==> config.mk <==
export PLATFORM = sky130hd
export DESIGN_NAME = fb_port_arbiter
export DESIGN_NICKNAME = d
export VERILOG_FILES = /design/src/rtl/fb_pkg.sv /design/src/rtl/fb_wr_fifo.sv /design/src/rtl/fb_port_arbiter.sv
export SDC_FILE = /design/constraint.sdc
export NUM_CORES = 1
export LEC_CHECK = 0
export CAP_MARGIN = 20
export CELL_PAD_IN_SITES_DETAIL_PLACEMENT = 1
export CELL_PAD_IN_SITES_GLOBAL_PLACEMENT = 1
export CORE_UTILIZATION = 58
export CTS_CLUSTER_DIAMETER = 120
export DETAILED_ROUTE_END_ITERATION = 8
export DONT_BUFFER_PORTS = 1
export PLACE_DENSITY = 0.91
export SYNTH_ARGS = -nofsm -noshare
export SYNTH_HDL_FRONTEND = slang
export SYNTH_SLANG_ARGS = --single-unit
==> constraint.sdc <==
create_clock -name i_clock50 -period 11.2 [get_ports i_clock50]
set_input_delay 1.68 -clock i_clock50 [delete_from_list [all_inputs] [get_ports i_clock50]]
set_output_delay 1.68 -clock i_clock50 [all_outputs]
set_load 0.01 [all_outputs]
==> src/rtl/fb_pkg.sv <==
// Shared definitions for the framebuffer port arbiter: framebuffer geometry,
// bus widths, the per-cycle grant encoding and the queued-write entry layout.
package fb_pkg;

    localparam int FB_W     = 240;
    localparam int FB_H     = 160;
    localparam int FB_WORDS = FB_W * FB_H;
    localparam int ADDR_W   = 16;
    localparam int PIX_W    = 15;
    localparam int ENTRY_W  = ADDR_W + PIX_W;

    // Who owns the RAM port in a given cycle.
    typedef enum logic [1:0] {
        GNT_NONE = 2'd0,
        GNT_RD   = 2'd1,
        GNT_WR   = 2'd2
    } grant_t;

    // One queued PPU write; address in the upper bits, pixel in the lower.
    typedef struct packed {
        logic [ADDR_W-1:0] addr;
        logic [PIX_W-1:0]  data;
    } wr_entry_t;

    // Plain 16-bit unsigned range check; no wrap or remap of the address.
    function automatic logic addr_legal(input logic [ADDR_W-1:0] addr,
                                        input int unsigned      words);
        return 32'(addr) < words;
    endfunction

endpackage

==> src/rtl/fb_wr_fifo.sv <==
// Synchronous write FIFO for PPU pixel writes. Show-ahead: the head entry is
// visible combinationally so the arbiter can drive it to the RAM in the same
// cycle it decides to pop. Pushes when full and pops when empty are ignored.
module fb_wr_fifo
    import fb_pkg::*;
#(
    parameter int FIFO_DEPTH = 8,
    parameter int WIDTH      = ENTRY_W
) (
    input  logic                        i_clock50,
    input  logic                        i_reset,
    input  logic                        push,
    input  logic [WIDTH-1:0]            push_data,
    input  logic                        pop,
    output logic [WIDTH-1:0]            head,
    output logic [$clog2(FIFO_DEPTH):0] level,
    output logic                        full,
    output logic                        empty
);

    localparam int PTR_W = $clog2(FIFO_DEPTH);
    localparam int LVL_W = PTR_W + 1;

    logic [WIDTH-1:0] mem [FIFO_DEPTH];
    logic [PTR_W-1:0] wr_ptr;
    logic [PTR_W-1:0] rd_ptr;
    logic             do_push;
    logic             do_pop;

    assign full    = (level == LVL_W'(FIFO_DEPTH));
    assign empty   = (level == '0);
    assign do_push = push && !full;
    assign do_pop  = pop && !empty;
    assign head    = mem[rd_ptr];

    // Pointer update; depth is a power of two so the pointers wrap for free.
    always_ff @(posedge i_clock50) begin
        // NOTE: sequential state uses non-blocking assignments so every
        // register samples the pre-edge values of its neighbours.
        if (i_reset) begin
            wr_ptr <= '0;
            rd_ptr <= '0;
        end else begin
            if (do_push) wr_ptr <= wr_ptr + 1'b1;
            if (do_pop)  rd_ptr <= rd_ptr + 1'b1;
        end
    end

    // Storage array write port.
    always_ff @(posedge i_clock50) begin
        // NOTE: the storage array is deliberately left out of reset; the
        // cleared pointers already mark every entry as invalid, and leaving
        // it unreset lets it map onto plain RAM.
        if (do_push) mem[wr_ptr] <= push_data;
    end

    // Occupancy: simultaneous push and pop leaves the level unchanged.
    always_ff @(posedge i_clock50) begin
        if (i_reset) begin
            level <= '0;
        end else begin
            case ({do_push, do_pop})
                2'b10:   level <= level + 1'b1;
                2'b01:   level <= level - 1'b1;
                default: level <= level;
            endcase
        end
    end

endmodule

==> src/rtl/fb_port_arbiter.sv <==
// Framebuffer RAM port arbiter. Scanout reads always win the single RAM port
// and return with a fixed two-cycle latency; PPU writes are queued and
// drained into cycles the scanout leaves idle. Flags report dropped
// out-of-range writes and writes that sat blocked for too long.
module fb_port_arbiter
    import fb_pkg::*;
#(
    parameter int FIFO_DEPTH   = 8,
    parameter int FB_WORDS     = fb_pkg::FB_WORDS,
    parameter int STARVE_LIMIT = 64
) (
    input  logic                        i_clock50,
    input  logic                        i_reset,
    // scanout read side
    input  logic                        i_rd_req,
    input  logic [15:0]                 i_rdaddr,
    output logic [14:0]                 o_rd_data,
    output logic                        o_rd_valid,
    // PPU write side
    input  logic                        i_wr_valid,
    input  logic [15:0]                 i_wr_addr,
    input  logic [14:0]                 i_wr_data,
    output logic                        o_wr_ready,
    // RAM macro side
    output logic [15:0]                 o_ram_addr,
    output logic                        o_ram_we,
    output logic [14:0]                 o_ram_wdata,
    input  logic [14:0]                 i_ram_rdata,
    // status
    output logic [$clog2(FIFO_DEPTH):0] o_fifo_level,
    output logic                        o_addr_err,
    output logic                        o_starve
);

    localparam int STARVE_W = $clog2(STARVE_LIMIT + 1);

    grant_t               grant_d;
    grant_t               grant_q;
    wr_entry_t            push_entry;
    wr_entry_t            head_entry;
    logic [ENTRY_W-1:0]   head_bits;
    logic                 fifo_full;
    logic                 fifo_empty;
    logic                 fifo_pop;
    logic                 wr_accept;
    logic                 wr_legal;
    logic                 fifo_push;
    logic                 rd_pend;
    logic [STARVE_W-1:0]  starve_cnt;

    // ------------------------------------------------------------------
    // Write intake: out-of-range beats are acknowledged but never stored.
    // ------------------------------------------------------------------
    assign o_wr_ready      = !fifo_full;
    assign wr_accept       = i_wr_valid && o_wr_ready;
    assign wr_legal        = addr_legal(i_wr_addr, FB_WORDS);
    assign fifo_push       = wr_accept && wr_legal;
    assign push_entry.addr = i_wr_addr;
    assign push_entry.data = i_wr_data;
    assign head_entry      = wr_entry_t'(head_bits);

    fb_wr_fifo #(
        .FIFO_DEPTH (FIFO_DEPTH),
        .WIDTH      (ENTRY_W)
    ) u_wr_fifo (
        .i_clock50 (i_clock50),
        .i_reset   (i_reset),
        .push      (fifo_push),
        .push_data (push_entry),
        .pop       (fifo_pop),
        .head      (head_bits),
        .level     (o_fifo_level),
        .full      (fifo_full),
        .empty     (fifo_empty)
    );

    // ------------------------------------------------------------------
    // Grant decision: scanout first, then the write queue, else idle.
    // ------------------------------------------------------------------
    always_comb begin
        // NOTE: default every always_comb output first so no path through
        // the block leaves it unassigned and infers a latch.
        grant_d = GNT_NONE;
        if (i_rd_req) begin
            grant_d = GNT_RD;
        end else if (!fifo_empty) begin
            grant_d = GNT_WR;
        end
    end

    assign fifo_pop = (grant_d == GNT_WR);

    // Grant state register; feeds the read-return pipeline.
    always_ff @(posedge i_clock50) begin
        if (i_reset) grant_q <= GNT_NONE;
        else         grant_q <= grant_d;
    end

    // Registered RAM pins; the address holds through idle cycles.
    always_ff @(posedge i_clock50) begin
        if (i_reset) begin
            o_ram_addr  <= '0;
            o_ram_we    <= 1'b0;
            o_ram_wdata <= '0;
        end else begin
            case (grant_d)
                GNT_RD: begin
                    o_ram_addr <= i_rdaddr;
                    o_ram_we   <= 1'b0;
                end
                GNT_WR: begin
                    o_ram_addr  <= head_entry.addr;
                    o_ram_wdata <= head_entry.data;
                    o_ram_we    <= 1'b1;
                end
                default: begin
                    o_ram_we <= 1'b0;
                end
            endcase
        end
    end

    // ------------------------------------------------------------------
    // Read return: the RAM answers one cycle after the address appears on
    // its pins, so capture happens two edges after the request is sampled.
    // ------------------------------------------------------------------
    always_ff @(posedge i_clock50) begin
        if (i_reset) begin
            rd_pend    <= 1'b0;
            o_rd_valid <= 1'b0;
            o_rd_data  <= '0;
        end else begin
            rd_pend    <= (grant_q == GNT_RD);
            o_rd_valid <= rd_pend;
            if (rd_pend) o_rd_data <= i_ram_rdata;
        end
    end

    // ------------------------------------------------------------------
    // Sticky address-error flag for dropped out-of-range writes.
    // ------------------------------------------------------------------
    always_ff @(posedge i_clock50) begin
        if (i_reset)                    o_addr_err <= 1'b0;
        else if (wr_accept && !wr_legal) o_addr_err <= 1'b1;
    end

    // ------------------------------------------------------------------
    // Starvation watch: counts reads that block a non-empty queue, clears
    // whenever a write drains, saturates and latches o_starve at the limit.
    // ------------------------------------------------------------------
    always_ff @(posedge i_clock50) begin
        if (i_reset) begin
            starve_cnt <= '0;
            o_starve   <= 1'b0;
        end else if (grant_d == GNT_WR) begin
            starve_cnt <= '0;
        end else if (grant_d == GNT_RD && !fifo_empty) begin
            if (starve_cnt != STARVE_W'(STARVE_LIMIT)) begin
                starve_cnt <= starve_cnt + 1'b1;
            end
            if (starve_cnt >= STARVE_W'(STARVE_LIMIT - 1)) begin
                o_starve <= 1'b1;
            end
        end
    end

endmodule

Yosys cells after proc, flatten, opt, wreduce, memory -nomap -nowiden. Memory sizes are Yosys's and may differ from the RTL's. A register that Yosys moved wholly into a read port is not among the register bits. Cells that the tools add are included.

Memories kept: 1. Memory bits (writable): 248. Register bits: 70. Output and inout bits: 55.

Memory list: u_wr_fifo.mem (words 8, width 31, rd ports 1, clocked after memory_dff 1, wr ports 1, line fb_wr_fifo.sv:24) `logic [WIDTH-1:0] mem [FIFO_DEPTH];`.

$lt $le $gt $ge: 2. Muxes and demuxes: 9. Equal/unequal tests: 7. Reductions and logical operators: 15. Bitwise logic cells: 1. $add $sub $neg: 5.

Operator list (number): $pmux W16 S2 (1); $lt A16 B16 Y1 const B (1); $pmux W4 S2 (1); $add A7 B1 Y7 const B (1); $ge A7 B6 Y1 const B (1); $ne A7 B7 Y1 const B (1); $add A3 B1 Y3 const B (2); $eq A2 B1 Y1 const B (3); $logic_and A1 B1 Y1 (6); $mux W3 (2); $add A4 B1 Y4 const B (1); $eq A2 B2 Y1 const B (2); $eq A4 B4 Y1 const B (1); $logic_not A4 Y1 (1); $mux W2 (2); $reduce_bool A2 Y1 (2); $sub A4 B1 Y4 const B (1); $logic_not A1 Y1 (3); $mux W1 (3); $reduce_and A3 Y1 (1); $reduce_and A2 Y1 (1); $reduce_or A2 Y1 (1); $not A1 Y1 (1).

Depth between registers and ports, before layout. Gate-level depths: netlist (run 1).

Word-level depth: 7. Mapped depth: 13.

By module. Synthesis (run 1) repeated with hierarchy kept, for this count alone.

Cell total of the unflattened synthesis: 702. Area total of the unflattened synthesis: 12638.4 sq um.

Modules (own cells, without submodules): fb_wr_fifo (cells an instance 432, instances 1, sequential area each 7707.4 sq um, area each 10223.6 sq um); fb_port_arbiter (cells an instance 270, instances 1, sequential area each 1181.1 sq um, area each 2414.8 sq um).

Least setup slack after synthesis (run 1). No wires, ideal clock.

Path kind: input port to flip-flop. From: input port i_wr_addr[12]. To: memory u_wr_fifo.mem[2][0] (netlist bit) (enable). Stages: 4. Arrival time: 5726 ps. Required time: 10692 ps. Slack: 4966 ps. Cell sequence: a211o_1 o21ai_1 nand2_2 nor4b_1.

Longest elaborated chain between the ends: 5.

Ends and longest elaborated chain: from (decl) (line fb_port_arbiter.sv:21) `input logic [15:0] i_wr_addr,`; $lt A16 B16 Y1 (line fb_pkg.sv:28) `return 32'(addr) < words;`; $logic_and A1 B1 Y1 (line fb_port_arbiter.sv:57) `assign fifo_push = wr_accept && wr_legal;`; $logic_and A1 B1 Y1 (line fb_wr_fifo.sv:32) `assign do_push = push && !full;`; $mux W1 (line fb_wr_fifo.sv:54) `if (do_push) mem[wr_ptr] <= push_data;`; $mux W1 (not written as such) (line fb_wr_fifo.sv:54); to (decl) (line fb_wr_fifo.sv:24).

Every way passes these cells.

Worst setup path after layout (run 1).
From: input port i_wr_addr[12]. To: register u_wr_fifo.level[2].

Longest elaborated chain between the ends: 5. Elaborated cells between the ends (all ways): 7. Classes of those cells: order compare: 1; eq/ne: 2; mux: 1; reduce/logical: 3.

Ends and longest elaborated chain: $lt A16 B16 Y1 * (line fb_pkg.sv:28); $logic_and A1 B1 Y1 * (line fb_port_arbiter.sv:57); $logic_and A1 B1 Y1 * (line fb_wr_fifo.sv:32); $eq A2 B1 Y1 or $eq A2 B2 Y1 (tied branches) (line fb_wr_fifo.sv:62) `case ({do_push, do_pop})`; $pmux W4 S2 or $reduce_bool A2 Y1 (tied branches); to (signal assigned) (line fb_wr_fifo.sv:63) `2'b10: level <= level + 1'b1;`; to (signal assigned) (line fb_wr_fifo.sv:64) `2'b01: level <= level - 1'b1;`; to (signal assigned) (line fb_wr_fifo.sv:65) `default: level <= level;`; to (decl) (line fb_wr_fifo.sv:16) `output logic [$clog2(FIFO_DEPTH):0] level,`.

Mark *: on every way between the ends. The rest lies on a longest branch, timed or not. A chain may end at the register's enable or synchronous reset.

==> insert_results.sql, run 1 <==
INSERT INTO impl_metrics (metric_group, metric, value, unit) VALUES
('die', 'die-height', '147', 'microns'),
('clocking', 'tritoncts_clock_tree', 'done', ''),
('sta', 'clock.fmax', '0.264', 'GHz'),
('sta', 'setup_repair_after_global_routing_missed_its_margin', 'false', ''),
('synth', 'yosys_register_bits', '320', ''),
('synth', 'synth_enable_flop_cells', '248', ''),
('worst_setup_path', 'crit_path_end_kind', 'flip-flop', ''),
('worst_setup_path', 'cp_cell_sequence', 'a211o_1, o21ai_1, nand2_2, ha_1, xor2_1, ha_1, a21oi_1, xor2_1, or3_1, a21oi_1', ''),
('worst_setup_path', 'crit_family', 'compound AO/OA/AOI/OAI gates', ''),
('sta', 'finalCritPeriodShare', '33.8', '%'),
('synth', 'postSynthCellCount', '684', ''),
('worst_hold_path', 'hold_path_class', 'reg -> reg', ''),
('worst_setup_path', 'critPathArrivalTime', '4.28', 'ns'),
('clocking', 'cts_root_buffer', 'sky130_fd_sc_hd__clkbuf_16', ''),
('die', 'overall_die_area', '21700', 'sq um'),
('worst_setup_path', 'critPathMaxStageDelay', '0.55', 'ns'),
('job', 'maxCapViolations', '0', ''),
('synth', 'synth_area_per_cell', '17.9', 'sq um'),
('grt', 'gr-usage-all-layers', '27.7', '%'),
('drt', 'dr.pass1.iters', '4', ''),
('drt', 'remaining_drc_errors', '0', ''),
('placement', 'gp_congestion', '0.813', ''),
('sta', 'slew_violations', '0', ''),
('placement', 'post_dp_cell_area', '12500', 'sq um'),
('sta', 'skew', '0.0211', 'ns'),
('clocking', 'cts_buffer_depth', '3', ''),
('sta', 'timing_worst_slew_pin_value', '0.918', 'ns'),
('drt', 'first_iter_violations', '428', ''),
('clocking', 'clock_insertion_delay_worst_skew', '0.58', 'ns'),
('drt', 'routed_wl', '29300', 'microns'),
('die', 'die_x', '147', 'microns'),
('worst_setup_path', 'setup.worst_path.class', 'in -> reg', ''),
('outcome', 'status', 'completed', ''),
('die', 'ios', '121', ''),
('clocking', 'cts_htree_levels', '1', ''),
('sta', 'max_slew_margin', '38.8', '%'),
('layout', 'layout-drive-gt1-share', '20.7', '%'),
('worst_setup_path', 'critical_path.n_buffers_inverters', '0', ''),
('clocking', 'clk_transition_reported_paths', '0.06', 'ns'),
('drt', 'wire_per_inst', '29.5', 'microns'),
('clocking', 'post_cts.resized_instances', '0', ''),
('drt', 'drtAntennaViolNets', '0', ''),
('synth', 'mapped_area', '12300', 'sq um'),
('grt', 'grt.overflow.total', '0', ''),
('worst_setup_path', 'critPathSlowestCell', 'sky130_fd_sc_hd__o21ai_1', ''),
('drt', 'detail_route.vias_per_cell', '6.48', ''),
('synth', 'post_synth_num_cell_types', '48', ''),
('clocking', 'postCtsHoldBufs', '0', ''),
('power_and_ir_drop', 'power.static_leakage', '4.38', 'nW'),
('placement', 'hpwl', '16700', 'microns'),
('worst_setup_path', 'critical_path_required', '11.69', 'ns'),
('grt', 'antenna_found_initial', '1', ''),
('drt', 'vias', '6421', ''),
('sta', 'timing_hold_violations_final', '0', ''),
('synth', 'yosys_most_used_dff', 'sky130_fd_sc_hd__edfxtp_1', ''),
('grt', 'maximum_number_of_pins_on_one_net_before_global_route_repair', '66', ''),
('clocking', 'tritoncts.num_buffers', '31', ''),
('sta', 'fin_crit', '3.79', 'ns'),
('power_and_ir_drop', 'irDropWorstVdd', '177', 'uV'),
('clocking', 'postCtsSetupBuffers', '0', ''),
('placement', 'placement.io_buffers', '0', ''),
('layout', 'fin_area', '13700', 'sq um'),
('layout', 'diodes', '0', ''),
('worst_setup_path', 'worst_setup_path_start_kind', 'input port', ''),
('grt', 'grt_pass1_vias', '6865', ''),
('sta', 'final-setup-viol-count', '0', ''),
('synth', 'synth_sequential_area_ratio', '72.5', '%'),
('layout', 'fin_nets', '769', ''),
('synth', 'yosys_warnings', '0', ''),
('grt', 'grt_first_pass_wirelength', '43800', 'microns'),
('synth', 'postSynth.asyncResetShare', '0', '%'),
('sta', 'tns', '0', 'ns'),
('sta', 'whs', '0.463', 'ns'),
('die', 'design.core.area', '20500', 'sq um'),
('power_and_ir_drop', 'power_per_cell_area', '220', 'nW/um^2'),
('die', 'effective_utilization_at_floorplan', '59.8', '%'),
('worst_setup_path', 'cp_max_fo', '10', ''),
('synth', 'synth.net_count', '757', ''),
('clocking', 'clock_sinks', '320', ''),
('layout', 'filler_cell_count', '1667', ''),
('layout', 'syn2layout_area_growth', '11.8', '%'),
('die', 'std_cell_rows', '52', '');
-- worst paths after layout --
path                            from                 end  slack [ns]  cells after the start
hold reg to reg           grant_q[0]             rd_pend        0.46                      1
hold / removal            grant_q[0]             rd_pend        0.46                      1
setup / recovery       i_wr_addr[12]  u_wr_fifo.level[2]        7.41                     10
setup reg to reg  u_wr_fifo.level[0]  u_wr_fifo.level[2]        7.95                     10
-- cells in the mapped netlist, types with 2 or more instances --
cell type / instances / share of area, %
sky130_fd_sc_hd__a211oi_1: 16 / 0.98
sky130_fd_sc_hd__a21o_1: 15 / 0.92
sky130_fd_sc_hd__a21oi_1: 22 / 0.90
sky130_fd_sc_hd__buf_1: 3 / 0.092
sky130_fd_sc_hd__buf_2: 13 / 0.53
sky130_fd_sc_hd__buf_4: 7 / 0.43
sky130_fd_sc_hd__buf_6: 3 / 0.28
sky130_fd_sc_hd__clkbuf_1: 13 / 0.40
sky130_fd_sc_hd__dfxtp_1: 72 / 12
sky130_fd_sc_hd__edfxtp_1: 248 / 61
sky130_fd_sc_hd__ha_1: 7 / 0.71
sky130_fd_sc_hd__inv_1: 5 / 0.15
sky130_fd_sc_hd__mux2_2: 4 / 0.37
sky130_fd_sc_hd__mux2i_1: 47 / 3.8
sky130_fd_sc_hd__mux4_2: 62 / 11
sky130_fd_sc_hd__nand2_1: 23 / 0.70
sky130_fd_sc_hd__nand3_1: 4 / 0.16
sky130_fd_sc_hd__nand4_1: 3 / 0.15
sky130_fd_sc_hd__nor2_1: 49 / 1.5
sky130_fd_sc_hd__nor2b_1: 6 / 0.31
sky130_fd_sc_hd__nor3_1: 2 / 0.082
sky130_fd_sc_hd__nor3b_1: 3 / 0.18
sky130_fd_sc_hd__nor4_1: 2 / 0.10
sky130_fd_sc_hd__nor4b_1: 4 / 0.29
sky130_fd_sc_hd__o21a_1: 2 / 0.12
sky130_fd_sc_hd__o21ai_0: 19 / 0.78
sky130_fd_sc_hd__xnor2_1: 4 / 0.29
sky130_fd_sc_hd__xor2_1: 6 / 0.43
-- area by class of cell --
cell class                      instances  area (sq um)  area share [%]
Inverter                                6          22.5           0.164
Sequential cell                       320          8890            64.9
Multi-Input combinational cell        319          3180            23.2
Clock buffer                           43           892            6.51
Tap cell                              270           338            2.46
Timing Repair Buffer                   18           183            1.33
Clock inverter                         15           196            1.43
-- registers in the layout (all words and copies together) (netlist names), named ones only --
name,cells
u_wr_fifo.level,4
u_wr_fifo.rd_ptr,3
u_wr_fifo.wr_ptr,3
o_addr_err,1
o_ram_wdata,15
rd_pend,1
u_wr_fifo.mem,248
o_ram_addr,16
o_rd_data,15
o_rd_valid,1
grant_q,2
o_starve,1
starve_cnt,7
-- worst register-to-register path, delay by kind of cell (launching register included) --
| kind | cells | cell delay (ns) |
|---|---|---|
| DFF | 1 | 0.44 |
| xor gates and xnor gates | 2 | 0.27 |
| AOI/OAI and AO/OA | 2 | 0.32 |
| and+or+nand+nor | 3 | 1.30 |
| adders and majority gates | 2 | 0.58 |
| buffers and inverters | 1 | 0.25 |
-- routing by layer --
layer | wire [microns] | vias up | track usage (%)
li1 | - | 2722 | -
met1 | 10800 | 3347 | 34.8
met2 | 15500 | 303 | 48.2
met3 | 2320 | 47 | 6.82
met4 | 664 | 2 | 7.68
met5 | 13 | - | 0
-- power by group --
part | internal [mW] | total [mW] | switching [mW]
logic | 0.197 | 0.448 | 0.251
registers | 1.36 | 1.47 | 0.109
clock network | 0.651 | 1.10 | 0.448
-- logic make-up after synthesis --
logic type               share of synthesized area (%)
XOR/XNOR                                         0.715
adder cells (fa/ha/maj)                          0.715
AO/OA/AOI/OAI                                     4.39
flip-flops                                        72.5
AND/OR/NAND/NOR                                   4.15
buffers and inverters                             1.91
multiplexers                                      15.6
-- cells in the final DEF (no fill, tap or decap), drive strengths merged, types with 2 or more instances in the layout --
master  instances
a211oi         16
a21o           15
a21oi          22
buf            18
bufinv          4
clkbuf         43
clkinv          8
dfxtp          72
edfxtp        248
ha              7
inv             8
mux2            4
mux2i          47
mux4           62
nand2          25
nand3           4
nand4           3
nor2           49
nor2b           6
nor3            2
nor3b           3
nor4            2
nor4b           5
o21a            2
o21ai          20
xnor2           4
xor2            6
-- through the flow --
stage	power, mW	cells	util, %	setup WS [ns]
finish	3.02	991	66.9	7.41
global route	3.11	991	66.9	7.18
CTS	3.01	987	66.5	6.93
detailed placement	1.90	929	61.2	6.40
global placement	1.85	929	61.2	6.59
floorplan	1.80	684	-	4.97
Note: power is estimated with default switching activity, not from simulation.
==> run 2, diff against run 1 <==
--- a/config.mk
+++ b/config.mk
@@ -5,14 +5,15 @@
 export SDC_FILE = /design/constraint.sdc
 export NUM_CORES = 1
 export LEC_CHECK = 0
+export ABC_AREA = 1
 export CAP_MARGIN = 20
 export CELL_PAD_IN_SITES_DETAIL_PLACEMENT = 1
 export CELL_PAD_IN_SITES_GLOBAL_PLACEMENT = 1
-export CORE_UTILIZATION = 58
+export CORE_UTILIZATION = 50
 export CTS_CLUSTER_DIAMETER = 120
 export DETAILED_ROUTE_END_ITERATION = 8
 export DONT_BUFFER_PORTS = 1
-export PLACE_DENSITY = 0.91
+export PLACE_DENSITY = 0.86
 export SYNTH_ARGS = -nofsm -noshare
 export SYNTH_HDL_FRONTEND = slang
 export SYNTH_SLANG_ARGS = --single-unit
==> constraint.sdc (replaced) <==
create_clock -name i_clock50 -period 3.8 [get_ports i_clock50]
set_input_delay 0.57 -clock i_clock50 [delete_from_list [all_inputs] [get_ports i_clock50]]
set_output_delay 0.57 -clock i_clock50 [all_outputs]
set_load 0.01 [all_outputs]
==> run 2 against run 1 <==
Effect of this change: global-route usage fell by 0.91 points; clock power rose to 3.1 times the previous value; routed wire length rose by 19%; register-to-register slack got worse by 6.8 ns; sequential share of layout area fell by 2.3 points; largest cell class unchanged; non-clock buffer count fell by 3.
==> insert_results.sql, run 2 <==
INSERT INTO impl_metrics (metric_group, metric, value, unit) VALUES
('sta', 'timing_hold_violations_final', '0', ''),
('worst_hold_path', 'hold_path_end', 'o_starve', ''),
('placement', 'gp_congestion', '0.743', ''),
('drt', 'vias', '8951', ''),
('clocking', 'cts_root_buffer', 'sky130_fd_sc_hd__clkbuf_16', ''),
('synth', 'mapped_area', '12800', 'sq um'),
('synth', 'post_synth_num_cell_types', '31', ''),
('synth', 'post-synth-top-count-cell', 'sky130_fd_sc_hd__edfxtp_1', ''),
('synth', 'netlist.area_leader.share', '58.2', '%'),
('worst_setup_path', 'critPathMaxStageDelay', '0.53', 'ns'),
('worst_setup_path', 'crit_family', 'simple AND/OR/NAND/NOR gates', ''),
('worst_setup_path', 'critPathSlowestCell', 'sky130_fd_sc_hd__dfxtp_1', ''),
('clocking', 'tritoncts.num_buffers', '34', ''),
('sta', 'slew_violations', '0', ''),
('worst_setup_path', 'worst_setup_path_start_kind', 'flip-flop', ''),
('synth', 'yosys_most_used_dff', 'sky130_fd_sc_hd__edfxtp_1', ''),
('synth', 'synth_enable_flop_cells', '248', ''),
('synth', 'synth.net_count', '1248', ''),
('synth', 'postSynthCellCount', '1175', ''),
('clocking', 'cts_buffer_depth', '3', ''),
('worst_hold_path', 'min-delay-start', 'i_reset', ''),
('worst_hold_path', 'hold_path_class', 'in -> reg', ''),
('die', 'effective_utilization_at_floorplan', '51.0', '%'),
('synth', 'synth_top_area_cell', 'sky130_fd_sc_hd__edfxtp_1', ''),
('layout', 'layout-drive-gt1-share', '7.54', '%'),
('synth', 'synth_xor_xnor_area_share', '0.479', '%'),
('placement', 'placement.io_buffers', '0', ''),
('drt', 'routed_wl', '34700', 'microns'),
('sta', 'final-setup-viol-count', '0', ''),
('layout', 'filler_cell_count', '2650', ''),
('worst_setup_path', 'rr_startpoint', 'u_wr_fifo.level[2]', ''),
('power_and_ir_drop', 'irDropWorstVdd', '426', 'uV'),
('drt', 'dr.pass1.iters', '5', ''),
('grt', 'maximum_number_of_pins_on_one_net_before_global_route_repair', '93', ''),
('layout', 'finalCoreUtilization', '56.6', '%'),
('layout', 'largest_registers', 'u_wr_fifo.mem x248, o_ram_addr x16', ''),
('sta', 'skew', '0.0163', 'ns'),
('die', 'overall_die_area', '26200', 'sq um'),
('power_and_ir_drop', 'power_per_cell_area', '690', 'nW/um^2'),
('synth', 'synth_area_per_cell', '10.9', 'sq um'),
('grt', 'gr-usage-all-layers', '26.8', '%'),
('layout', 'diodes', '0', ''),
('worst_hold_path', 'worst_hold_path.num_cells', '1', ''),
('layout', 'layout_commonest_cell', 'sky130_fd_sc_hd__edfxtp_1', ''),
('synth', 'synth_adder_area_share', '0.684', '%'),
('synth', 'mux_share_of_post_synthesis_cell_area', '0', '%'),
('clocking', 'post_cts.resized_instances', '0', ''),
('die', 'std_cell_rows', '58', ''),
('worst_setup_path', 'critical_path.n_buffers_inverters', '1', ''),
('synth', 'synth_compound_area_share', '4.57', '%'),
('clocking', 'postCtsHoldBufs', '0', ''),
('worst_setup_path', 'rr_endpoint', 'u_wr_fifo.mem[7][0]', ''),
('power_and_ir_drop', 'power.static_leakage', '5.28', 'nW'),
('sta', 'timing_worst_slew_pin_value', '1.01', 'ns'),
('worst_setup_path', 'setup.worst_path.class', 'reg -> reg', ''),
('layout', 'layout.cells.most_common_list', 'sky130_fd_sc_hd__edfxtp_1 (248), sky130_fd_sc_hd__nand2_1 (235), sky130_fd_sc_hd__nor2_1 (182)', ''),
('layout', 'syn2layout_area_growth', '11.1', '%'),
('worst_setup_path', 'cp_cell_sequence', 'nor2_1, nand2_1, nand2_1, nor2_1, nand2_1, nor2_4, buf_4', ''),
('synth', 'synth_sequential_area_ratio', '69.5', '%'),
('worst_setup_path', 'critical_path_required', '3.99', 'ns'),
('sta', 'finalCritPeriodShare', '70.9', '%'),
('die', 'design.core.area', '25100', 'sq um'),
('worst_setup_path', 'crit_path_end_kind', 'flip-flop', ''),
('clocking', 'clock_insertion_delay_worst_skew', '0.51', 'ns'),
('layout', 'registers.top_by_ff_count', 'u_wr_fifo.mem', ''),
('die', 'ios', '121', ''),
('grt', 'antenna_found_initial', '0', ''),
('synth', 'synth_top_family_by_area', 'simple AND/OR/NAND/NOR gates', ''),
('worst_setup_path', 'cp_max_fo', '12', ''),
('worst_setup_path', 'rrSetupSlack', '1.10', 'ns'),
('clocking', 'cts_htree_levels', '2', ''),
('layout', 'largest_reg_flops', '248', ''),
('die', 'die-height', '162', 'microns'),
('worst_setup_path', 'timing.reg2reg.worst_path_depth', '7', ''),
('grt', 'grt.overflow.total', '0', ''),
('sta', 'whs', '0.128', 'ns'),
('layout', 'fin_nets', '1242', ''),
('sta', 'clock.fmax', '0.371', 'GHz'),
('drt', 'drtAntennaViolNets', '0', ''),
('sta', 'max_slew_margin', '33.0', '%'),
('job', 'maxCapViolations', '0', ''),
('worst_setup_path', 'timing.critical_path.mode_cell', 'sky130_fd_sc_hd__nand2_1', ''),
('worst_setup_path', 'crit_cells', '7', ''),
('worst_setup_path', 'critPathArrivalTime', '2.89', 'ns'),
('synth', 'yosys_register_bits', '320', ''),
('placement', 'hpwl', '19400', 'microns'),
('clocking', 'postCtsSetupBuffers', '0', ''),
('drt', 'first_iter_violations', '620', ''),
('drt', 'remaining_drc_errors', '0', ''),
('drt', 'wire_per_inst', '22.8', 'microns'),
('clocking', 'clock_sinks', '320', ''),
('synth', 'postSynth.asyncResetShare', '0', '%'),
('sta', 'fin_crit', '2.70', 'ns'),
('clocking', 'tritoncts_clock_tree', 'done', ''),
('grt', 'grt_pass1_vias', '9484', ''),
('outcome', 'status', 'completed', ''),
('grt', 'grt_first_pass_wirelength', '53000', 'microns'),
('synth', 'synthTopCellsByCount', 'sky130_fd_sc_hd__edfxtp_1 (248), sky130_fd_sc_hd__nand2_1 (235), sky130_fd_sc_hd__nor2_1 (187), sky130_fd_sc_hd__nand3_1 (174), sky130_fd_sc_hd__dfxtp_1 (72)', ''),
('sta', 'tns', '0', 'ns'),
('clocking', 'clk_transition_reported_paths', '0.06', 'ns'),
('synth', 'synth_simple_gate_area_share', '20.4', '%'),
('die', 'die_x', '162', 'microns'),
('synth', 'yosys_warnings', '0', ''),
('synth', 'post_synth_main_area_contributors', 'sky130_fd_sc_hd__edfxtp_1 (58%), sky130_fd_sc_hd__dfxtp_1 (11%), sky130_fd_sc_hd__nand2_1 (6.9%)', ''),
('drt', 'detail_route.vias_per_cell', '5.87', ''),
('sta', 'setup_repair_after_global_routing_missed_its_margin', 'false', '');
==> run 2: cell count changes after synthesis, moves of 7 or more <==
cell / previous run / this run
sky130_fd_sc_hd__nand2_1: 23 / 235
sky130_fd_sc_hd__buf_2: 13 / 23
sky130_fd_sc_hd__mux4_2: 62 / 0
sky130_fd_sc_hd__nor2_1: 49 / 187
sky130_fd_sc_hd__a21o_1: 15 / 0
sky130_fd_sc_hd__a21oi_1: 22 / 13
sky130_fd_sc_hd__a211oi_1: 16 / 0
sky130_fd_sc_hd__nand3_1: 4 / 174
sky130_fd_sc_hd__inv_1: 5 / 57
sky130_fd_sc_hd__mux2i_1: 47 / 0
sky130_fd_sc_hd__o21ai_1: 1 / 17
sky130_fd_sc_hd__o21ai_0: 19 / 70
sky130_fd_sc_hd__o21a_1: 2 / 9
==> run 2: worst reg2reg max path: stages (launching register included) <==
cell,delay (ns)
sky130_fd_sc_hd__dfxtp_1,0.53
sky130_fd_sc_hd__nor2_1,0.15
sky130_fd_sc_hd__nand2_1,0.15
sky130_fd_sc_hd__nand2_1,0.10
sky130_fd_sc_hd__nor2_1,0.29
sky130_fd_sc_hd__nand2_1,0.33
sky130_fd_sc_hd__nor2_4,0.50
sky130_fd_sc_hd__buf_4,0.33
==> run 2: layout make-up <==
cell class	count	area, sq um	share of cell area, %
well taps	330	413	2.91
clock inverters	12	186	1.31
clock buffers	49	951	6.69
multi-input cells	737	3400	23.9
inverters	61	234	1.65
flip-flops and latches	320	8890	62.6
repair buffers	15	133	0.933
==> run 2: layer usage <==
layer	wire, microns	vias to the layer above	track usage, %	share of wire, %
li1	-	3984	-	-
met1	13100	4484	30.9	38
met2	18000	402	48.0	52
met3	2450	81	5.13	7.0
met4	1170	0	12.3	3.4
met5	0	-	0	0
==> run 2: metrics by stage <==
step	total power, mW	cells	worst slack (ns)	area, sq um
floorplan	5.86	1175	0.821	12800
CTS	9.86	1524	1.12	14200
detailed placement	6.39	1463	1.13	13100
global placement	6.22	1462	1.28	13000
global route	10.2	1524	0.994	14200
finish	9.81	1524	1.10	14200
==> run 2: power by group <==
group          switching (mW)  total, mW  internal, mW
sequential              0.281       4.30          4.02
clock                    1.33       3.41          2.08
combinational            1.51       2.10         0.594
total                    3.11       9.81          6.69
==> run 2: cell families (layout without fill, tap and decap cells) <==
kind of cell / after synthesis / after routing
compound gates: 111 / 111
xor+xnor: 7 / 7
fa+ha+maj: 7 / 7
buf+inv: 118 / 137
flops: 320 / 320
simple gates: 612 / 612
==> run 2: worst max-delay path by stage <==
stage / startpoint / endpoint / slack [ns]
6_report: u_wr_fifo.level[2] / u_wr_fifo.mem[7][0] / 1.10
5_1_grt: u_wr_fifo.level[2] / u_wr_fifo.mem[7][0] / 0.99
4_1_cts: u_wr_fifo.level[2] / u_wr_fifo.mem[7][4] / 1.12
3_5_place_dp: i_wr_addr[13] / u_wr_fifo.mem[7][6] / 1.13
3_3_place_gp: i_wr_addr[13] / u_wr_fifo.mem[7][6] / 1.28
2_1_floorplan: i_wr_addr[13] / u_wr_fifo.mem[1][0] / 0.82
==> run 3, diff against run 2 <==
--- a/config.mk
+++ b/config.mk
@@ -5,15 +5,15 @@
 export SDC_FILE = /design/constraint.sdc
 export NUM_CORES = 1
 export LEC_CHECK = 0
-export ABC_AREA = 1
+export ABC_AREA = 0
 export CAP_MARGIN = 20
 export CELL_PAD_IN_SITES_DETAIL_PLACEMENT = 1
 export CELL_PAD_IN_SITES_GLOBAL_PLACEMENT = 1
-export CORE_UTILIZATION = 50
+export CORE_UTILIZATION = 49
 export CTS_CLUSTER_DIAMETER = 120
 export DETAILED_ROUTE_END_ITERATION = 8
 export DONT_BUFFER_PORTS = 1
-export PLACE_DENSITY = 0.86
+export PLACE_DENSITY = 0.82
 export SYNTH_ARGS = -nofsm -noshare
 export SYNTH_HDL_FRONTEND = slang
 export SYNTH_SLANG_ARGS = --single-unit
==> constraint.sdc (replaced) <==
create_clock -name i_clock50 -period 2.41 [get_ports i_clock50]
set_input_delay 0.3615 -clock i_clock50 [delete_from_list [all_inputs] [get_ports i_clock50]]
set_output_delay 0.3615 -clock i_clock50 [all_outputs]
set_load 0.01 [all_outputs]
==> run 3 against run 2 <==
Effect of this change: maximum frequency increased by 13%; routed wire length down 16%; sequential power increased by 57%; first-iteration DRC count rose by 9.0%; sequential cell count unchanged; largest power group unchanged; combinational power rose by 20%; clock skew up 0.0045 ns; final cell count down 26%; core utilization grew 3.9 points.
==> insert_results.sql, run 3 (synthesis gave the netlist of run 1 again) <==
INSERT INTO impl_metrics (metric_group, metric, value, unit) VALUES
('layout', 'largest_registers', 'u_wr_fifo.mem x248, o_ram_addr x16', ''),
('grt', 'maximum_number_of_pins_on_one_net_before_global_route_repair', '58', ''),
('drt', 'wire_per_inst', '26.0', 'microns'),
('drt', 'routed_wl', '29300', 'microns'),
('die', 'std_cell_rows', '57', ''),
('sta', 'final-setup-viol-count', '0', ''),
('grt', 'antenna_found_initial', '0', ''),
('layout', 'finish.cell_count_without_fillers', '1125', ''),
('power_and_ir_drop', 'irDropWorstVdd', '760', 'uV'),
('sta', 'finalCritPeriodShare', '99.3', '%'),
('die', 'effective_utilization_at_floorplan', '50.3', '%'),
('grt', 'gr-usage-all-layers', '23.4', '%'),
('sta', 'skew', '0.0207', 'ns'),
('worst_setup_path', 'rr_startpoint', 'u_wr_fifo.level[2]', ''),
('die', 'design.core.area', '24400', 'sq um'),
('layout', 'filler_cell_count', '2138', ''),
('sta', 'timing_worst_slew_pin_value', '0.812', 'ns'),
('job', 'maxCapViolations', '0', ''),
('outcome', 'status', 'completed', ''),
('layout', 'fin_nets', '848', ''),
('layout', 'layout_commonest_cell', 'sky130_fd_sc_hd__edfxtp_1', ''),
('worst_setup_path', 'critical_path_required', '2.80', 'ns'),
('layout', 'layout-drive-gt1-share', '23.8', '%'),
('sta', 'clock.fmax', '0.418', 'GHz'),
('layout', 'registers.top_by_ff_count', 'u_wr_fifo.mem', ''),
('layout', 'fin_area', '14800', 'sq um'),
('sta', 'fin_crit', '2.39', 'ns'),
('grt', 'grt.overflow.total', '0', ''),
('worst_setup_path', 'rrSetupSlack', '0.02', 'ns'),
('layout', 'largest_reg_flops', '248', ''),
('clocking', 'postCtsSetupBuffers', '0', ''),
('sta', 'slew_violations', '0', ''),
('worst_setup_path', 'critPathArrivalTime', '2.78', 'ns'),
('die', 'die_x', '160', 'microns'),
('sta', 'timing_hold_violations_final', '0', ''),
('layout', 'layout.cells.most_common_list', 'sky130_fd_sc_hd__edfxtp_1 (248), sky130_fd_sc_hd__dfxtp_1 (67), sky130_fd_sc_hd__mux4_2 (62)', ''),
('clocking', 'clk_transition_reported_paths', '0.06', 'ns'),
('worst_hold_path', 'hold_path_class', 'in -> reg', ''),
('drt', 'detail_route.vias_per_cell', '5.89', ''),
('layout', 'syn2layout_area_growth', '20.3', '%'),
('drt', 'drtAntennaViolNets', '0', ''),
('placement', 'worst_setup_slack_after_placement', '-0.0445', 'ns'),
('drt', 'vias', '6628', ''),
('placement', 'hpwl', '17500', 'microns'),
('clocking', 'cts_htree_levels', '2', ''),
('drt', 'remaining_drc_errors', '0', ''),
('worst_hold_path', 'hold_path_end', 'o_rd_data[0]', ''),
('worst_setup_path', 'timing.reg2reg.worst_path_depth', '10', ''),
('die', 'ios', '121', ''),
('worst_hold_path', 'worst_hold_path.num_cells', '2', ''),
('clocking', 'tritoncts.num_buffers', '34', ''),
('sta', 'setup_repair_after_global_routing_missed_its_margin', 'true', ''),
('layout', 'diodes', '0', ''),
('clocking', 'clock_sinks', '320', ''),
('clocking', 'cts_buffer_depth', '3', ''),
('sta', 'max_slew_margin', '45.8', '%'),
('worst_hold_path', 'min-delay-start', 'i_ram_rdata[0]', ''),
('power_and_ir_drop', 'power.static_leakage', '4.76', 'nW'),
('clocking', 'tritoncts_clock_tree', 'done', ''),
('worst_setup_path', 'setup.worst_path.class', 'reg -> reg', ''),
('worst_setup_path', 'crit_path_end_kind', 'flip-flop', ''),
('sta', 'postLayoutSetupSlackWorst', '0.0169', 'ns'),
('placement', 'post_dp_cell_area', '13100', 'sq um'),
('power_and_ir_drop', 'power_per_cell_area', '970', 'nW/um^2'),
('worst_setup_path', 'worst_setup_path_start_kind', 'flip-flop', ''),
('layout', 'finalCoreUtilization', '60.5', '%'),
('drt', 'first_iter_violations', '676', ''),
('worst_setup_path', 'rr_endpoint', 'u_wr_fifo.level[2]', ''),
('placement', 'placed_cells', '1011', ''),
('clocking', 'cts_root_buffer', 'sky130_fd_sc_hd__clkbuf_16', ''),
('placement', 'placement.io_buffers', '0', ''),
('die', 'overall_die_area', '25600', 'sq um'),
('grt', 'grt_pass1_vias', '7266', ''),
('worst_setup_path', 'cp_max_fo', '6', ''),
('clocking', 'clock_insertion_delay_worst_skew', '0.53', 'ns'),
('die', 'die-height', '160', 'microns'),
('grt', 'grt_first_pass_wirelength', '44700', 'microns'),
('drt', 'dr.pass1.iters', '5', ''),
('placement', 'gp_congestion', '0.830', '');
## run 3: worst max path at each step
| stage | cells after the start | startpoint | end | slack, ns |
|---|---|---|---|---|
| final | 10 | u_wr_fifo.level[2] | u_wr_fifo.level[2] | 0.02 |
| after global routing | 10 | u_wr_fifo.level[2] | u_wr_fifo.level[2] | -0.05 |
| after CTS | 10 | u_wr_fifo.level[0] | u_wr_fifo.level[2] | 0.002 |
| after detailed placement | 10 | u_wr_fifo.level[0] | u_wr_fifo.level[2] | -0.04 |
| after global placement | 9 | u_wr_fifo.level[3] | u_wr_fifo.level[3] | 0.11 |
| after floorplan | 4 | i_wr_addr[12] | u_wr_fifo.mem[2][0] | -0.19 |
## run 3: power breakdown
part	internal [mW]	total [mW]	switching (mW)
logic	1.14	2.53	1.39
clock network	2.87	5.02	2.15
registers	6.32	6.76	0.441
## run 3: layout make-up
type / count / area (sq um) / share of cell area, %
flip-flops and latches: 320 / 8900 / 60.3
clock buffers: 42 / 922 / 6.25
well taps: 324 / 405 / 2.75
clock inverters: 20 / 161 / 1.09
multi-input cells: 319 / 3320 / 22.5
repair buffers: 94 / 1020 / 6.89
inverters: 6 / 25.0 / 0.170
## run 3: stage by stage
stage          power [mW]  hold slack, ns  TNS (ns)
5_1_grt              14.8         0.00323   -0.0796
4_1_cts              14.4        0.000603         0
3_5_place_dp         9.13           0.440   -0.0445
3_3_place_gp         8.93           0.437         0
2_1_floorplan        8.49           0.442    -22.92
6_report             14.3          0.0192         0
## run 3: repair_timing
action                     CTS  global route
pin swaps                    2             2
resized for setup            5             5
hold endpoints to repair   308             1
setup endpoints to repair    1             2
hold buffers                51             1
## run 3: routing by layer
layer / global-route usage [%] / vias up / part of all wire [%]
met5: 0 / - / 0
met4: 8.10 / 0 / 2.5
met3: 5.06 / 60 / 6.0
met2: 40.8 / 249 / 52
met1: 29.0 / 3434 / 40
li1: - / 2885 / -
## run 3: worst max-delay path, cell delays in order, from the launching register on
cell                      delay [ns]
sky130_fd_sc_hd__dfxtp_1        0.37
sky130_fd_sc_hd__or4b_4         0.52
sky130_fd_sc_hd__and2_4         0.18
sky130_fd_sc_hd__nand2_4        0.09
sky130_fd_sc_hd__ha_4           0.15
sky130_fd_sc_hd__xor2_2         0.14
sky130_fd_sc_hd__ha_2           0.20
sky130_fd_sc_hd__a21oi_2        0.04
sky130_fd_sc_hd__xor2_1         0.15
sky130_fd_sc_hd__o21ai_0        0.33
sky130_fd_sc_hd__a21oi_2        0.10
